### src/rtl/rv64g_reg_scoreboard.sv
// rv64g_reg_scoreboard: per-register saturating outstanding-write counters driving the issue lock vector.
// Define RV64G_SCOREBOARD_EARLY_RELEASE_EN to mask locks with the current-cycle writebacks.
module rv64g_reg_scoreboard #(
  parameter int NR = 64,
  parameter int WB = 2,
  parameter int CW = 2,
  localparam int RW = $clog2(NR)
) (
  input  logic             clk_i,
  input  logic             arst_i,
  input  logic             clear_i,
  input  logic             launch_valid_i,
  output logic             launch_ready_o,
  input  logic             launch_wr_en_i,
  input  logic [RW-1:0]    launch_rd_i,
  input  logic [WB-1:0]    wb_valid_i,
  input  logic [WB*RW-1:0] wb_rd_i,
  output logic [NR-1:0]    locks_o,
  output logic             busy_o,
  output logic             err_o
);
  localparam int HW = $clog2(WB + 1);
  localparam int SW = (CW + 1 > HW) ? CW + 1 : HW;
  localparam logic [CW-1:0] MAX = '1;
  logic [NR-1:0][CW-1:0] r_cnt, w_nxt;
  logic [NR-1:0] w_uf, w_locks;
  logic [SW-1:0] w_h, w_s;
  logic r_err, w_fire;
  // Saturation is judged on the pre-update count, even if a writeback frees a slot this cycle.
  assign launch_ready_o = !(launch_wr_en_i && r_cnt[launch_rd_i] == MAX);
  assign w_fire = launch_valid_i && launch_ready_o && launch_wr_en_i && launch_rd_i != '0;
  always_comb begin
    w_nxt = '0;
    w_uf = '0;
    w_locks = '0;
    w_h = '0;
    w_s = '0;
    for (int r = 1; r < NR; r++) begin
      w_h = '0;
      for (int p = 0; p < WB; p++)
        if (wb_valid_i[p] && wb_rd_i[p*RW +: RW] == RW'(r)) w_h = w_h + SW'(1);
      w_s = SW'(r_cnt[r]) + SW'(w_fire && launch_rd_i == RW'(r));
      w_uf[r] = w_h > w_s;
      w_nxt[r] = w_uf[r] ? '0 : CW'(w_s - w_h);
`ifdef RV64G_SCOREBOARD_EARLY_RELEASE_EN
      w_locks[r] = r_cnt[r] != '0 && w_h < SW'(r_cnt[r]);
`else
      w_locks[r] = r_cnt[r] != '0;
`endif
    end
  end
  always_ff @(posedge clk_i or posedge arst_i)
    if (arst_i) begin
      r_cnt <= '0;
      r_err <= 1'b0;
    end else if (clear_i) begin
      r_cnt <= '0;
      r_err <= 1'b0;
    end else begin
      r_cnt <= w_nxt;
      r_err <= r_err | (|w_uf);
    end
  assign locks_o = w_locks;
  assign busy_o = |w_locks;
  assign err_o = r_err;
endmodule

### config.mk
export PLATFORM = sky130hd
export DESIGN_NAME = rv64g_reg_scoreboard
export DESIGN_NICKNAME = d
export VERILOG_FILES = /design/src/rtl/rv64g_reg_scoreboard.sv
export SDC_FILE = /design/constraint.sdc
export NUM_CORES = 1
export LEC_CHECK = 0
export CORE_ASPECT_RATIO = 0.5
export CORE_UTILIZATION = 45
export CTS_BUF_LIST = sky130_fd_sc_hd__clkbuf_8
export DETAILED_ROUTE_END_ITERATION = 8
export DONT_BUFFER_PORTS = 1
export SLEW_MARGIN = 25
export SYNTH_ARGS = -nofsm -noshare
export SYNTH_HDL_FRONTEND = slang
export SYNTH_SLANG_ARGS = --single-unit
export TNS_END_PERCENT = 1
### constraint.sdc
create_clock -name clk_i -period 3.65 [get_ports clk_i]
set_input_delay 0.365 -clock clk_i [delete_from_list [all_inputs] [get_ports clk_i]]
set_output_delay 0.365 -clock clk_i [all_outputs]
set_load 0.01 [all_outputs]
==> run_results.csv <==
group,metric,value,unit
outcome,outcome,"finished with violations",
outcome,violations,"negative hold slack, negative setup slack",
cts,htreeDepth,4,
power,p_leak,9.75,nW
detailed_routing,vias,14119,
power,total_power,3.29,mW
global_routing,grtUsageTotal,34.3,%
detailed_routing,drt_iter0_markers,1349,
setup_path,cp_max_fo,6,
detailed_routing,drt-total-wl,56900,um
setup_path,cpPeakStageDelay,0.59,ns
floorplan,core-area,31800,sq um
setup_path,cp-start-kind,"flop",
setup_path,crit_path_start,"r_cnt[15]",
detailed_routing,viasPerCell,5.60,
timing,post-route-min-period,4.43,ns
global_routing,grt_pass1_wl,82200,um
finish,fin_nets,2476,
logic_synthesis,ys_types,53,
timing,setup_ws,-0.777,ns
detailed_routing,drc,0,
logic_synthesis,synth_seq_cells,127,
finish,num-fill-cells,2759,
setup_path,crit_required,4.05,ns
floorplan,start_util,45.8,%
timing,fin_tns_setup,-4.52,ns
global_routing,grt_pass1_vias,13273,
logic_synthesis,yosys.area.top_type,"ha_1",
logic_synthesis,syn_nets,2116,
cts,cts_buffer_depth,2,
min_path,hp-class,"primary input to flop",
timing,maxSlewHeadroom,40.7,%
placement,gp_congestion,1.01,
power,p_per_area,167,nW/um^2
timing,drv_slew,0,
finish,area_delta_synth_final,35.5,%
timing,setup_viol,49,
power,ir_drop,0.181,mV
global_routing,grt_overflow,0,
cts,cts.clk_slew.worst_paths,0.08,ns
setup_path,worst-endpoint-arrival,4.82,ns
logic_synthesis,syn-cell-area,14600,sq um
floorplan,die_area,33100,sq um
cts,ctsHoldBuffers,1,
detailed_routing,first_pass_iters,7,
logic_synthesis,synth_edf_count,0,
logic_synthesis,synth.area.top_cells,"ha_1 (32%), dfrtp_1 (22%), inv_1 (6.6%)",
logic_synthesis,yosysWarnings,0,
setup_path,setup.worst_path.class,"flop to flop",
setup_path,worstSetupEndpointType,"flop",
setup_path,cpMaxStageDelayCell,"or4_4",
floorplan,io-pin-count,92,
timing,rsz0062_at_grt,"yes",
timing,hold_violations,61,
timing,whs,-0.0761,ns
timing,period_share,121,%
global_routing,grt_max_degree,128,
logic_synthesis,ys.flop_type,"dfrtp_1",
logic_synthesis,synth.avg_cell_area,8.50,sq um
floorplan,dieWidth,256,um
finish,drive_gt1_share,36.2,%
logic_synthesis,yosysTopAreaCellShare,32.5,%
floorplan,die_h,129,um
placement,buffer_ports.inserted,0,
cts,cts-root-buf,"clkbuf_8",
min_path,min_from,"clear_i",
logic_synthesis,syn_inst,1713,
placement,hpwlAfterDp,44000,um
job,drv_cap,0,
logic_synthesis,synthArstFlopShare,100,%
setup_path,r2r_start,"r_cnt[15]",
detailed_routing,wl_per_cell,22.6,um
cts,cts_tree,"done",
logic_synthesis,yosysSeqAreaShare,21.8,%
setup_path,cp_cell_sequence,"mux4_2 > mux4_2 > a2bb2oi_2 > nand4b_1 > a32oi_4 > buf_6 > nor2_2 > buf_4 > ha_1 > ha_1 > inv_2 > ha_4 > a21oi_2 > a211oi_1 > or4_4 > nor4_4 > buf_4 > a41oi_2",
cts,cts_buffers,17,
floorplan,core.rowCount,46,
cts,clk_latency,0.53,ns
finish,layout_common_cells,"buf_4 (383), ha_1 (339), inv_1 (241)",
timing,fmax,0.226,GHz
cts,numClockSinks,127,
global_routing,antenna_found_initial,6,
timing,clock_skew,0.0227,ns
finish,final_common_cell,"buf_4",
timing,worstMarginPinSlew,0.889,ns
detailed_routing,ant_nets,0,
registers in the layout (all words and copies together), names as in the netlist:
name and flops:
r_cnt 126, err_o 1
critical path, delay by kind of cell (launching register included):
kind                     cells  cell delay [ns]
buffers and inverters        4             0.56
multiplexers                 2             1.01
AO/OA/AOI/OAI                5             0.57
AND/OR/NAND/NOR              4             1.20
flip-flops                   1             0.39
adder cells (fa/ha/maj)      3             0.56
synthesized netlist by cell type (all sizes together), types with 2 or more instances:
master,number
buf,22
dfrtp,127
nor4b,3
mux2,2
mux2i,9
nor2b,13
mux4,29
or4,22
a21oi,63
a2111oi,2
and3,3
a22oi,9
nand3,23
a211oi,63
nor3,113
ha,378
inv,257
a22o,5
or3b,2
nor3b,2
nor2,213
nand2,98
clkbuf,33
nand2b,33
nand3b,5
or2,71
a31oi,2
and2,2
xor2,63
nor4,23
nand4,6
kinds of logic after synthesis:
| family | share of synthesized area (%) |
|---|---|
| AND/OR/NAND/NOR | 21.1 |
| flip-flops | 21.8 |
| AO/OA/AOI/OAI | 7.17 |
| adder cells (fa/ha/maj) | 32.5 |
| other | 0.0258 |
| buffers and inverters | 8.29 |
| XOR/XNOR | 3.79 |
| multiplexers | 5.26 |
power breakdown:
| part | internal (mW) | switching, mW | total, mW |
|---|---|---|---|
| clock network | 0.583 | 0.669 | 1.25 |
| logic | 0.256 | 0.355 | 0.610 |
| registers | 1.42 | 0.0107 | 1.43 |
final timing paths:
path | endpoint | slack [ns] | depth (start not counted)
max | err_o | -0.78 | 18
min in group asynchronous | r_cnt[119] | 0.46 | 2
min | r_cnt[79] | -0.08 | 1
min reg2reg | r_cnt[46] | 0.82 | 4
max reg2reg | err_o | -0.78 | 18
max in group asynchronous | r_cnt[33] | 2.26 | 3
timing repair:
| action | CTS | global route |
|---|---|---|
| hold endpoints to repair | 200 | 124 |
| pin swaps | 27 | 44 |
| setup endpoints to repair | 66 | 120 |
| setup buffers | 5 | 9 |
| gates cloned | 2 | 0 |
| resized for setup | 122 | 98 |
metrics by stage:
stage          std cells  worst slack (ns)  hold WS (ns)  area, sq um  utilization, %
2_1_floorplan       1713            -0.295         0.668        15000               -
3_3_place_gp        2470             -1.04         0.448        18100            57.0
3_5_place_dp        2470             -1.03         0.446        18100            57.0
4_1_cts             2509            -0.766        -0.112        19200            60.4
5_1_grt             2517            -0.895       -0.0932        19700            62.0
6_report            2522            -0.777       -0.0761        19700            62.1
metal layers:
| metal | wire length [um] | track usage [%] |
|---|---|---|
| met2 | 23800 | 51.7 |
| met4 | 2980 | 16.6 |
| met5 | 18 | 0 |
| met3 | 5300 | 9.39 |
| met1 | 24900 | 45.7 |
layout make-up:
class / count / area, sq um / share of cell area (%)
multi-input combinational: 1274 / 11600 / 58.8
sequential: 127 / 3180 / 16.1
timing repair buffer: 396 / 3060 / 15.5
inverter: 257 / 972 / 4.93
tap: 432 / 541 / 2.74
clock buffer: 24 / 330 / 1.67
clock inverter: 7 / 35.0 / 0.178
antenna: 5 / 12.5 / 0.0634
No activity file was read; power rests on OpenSTA's default activity.
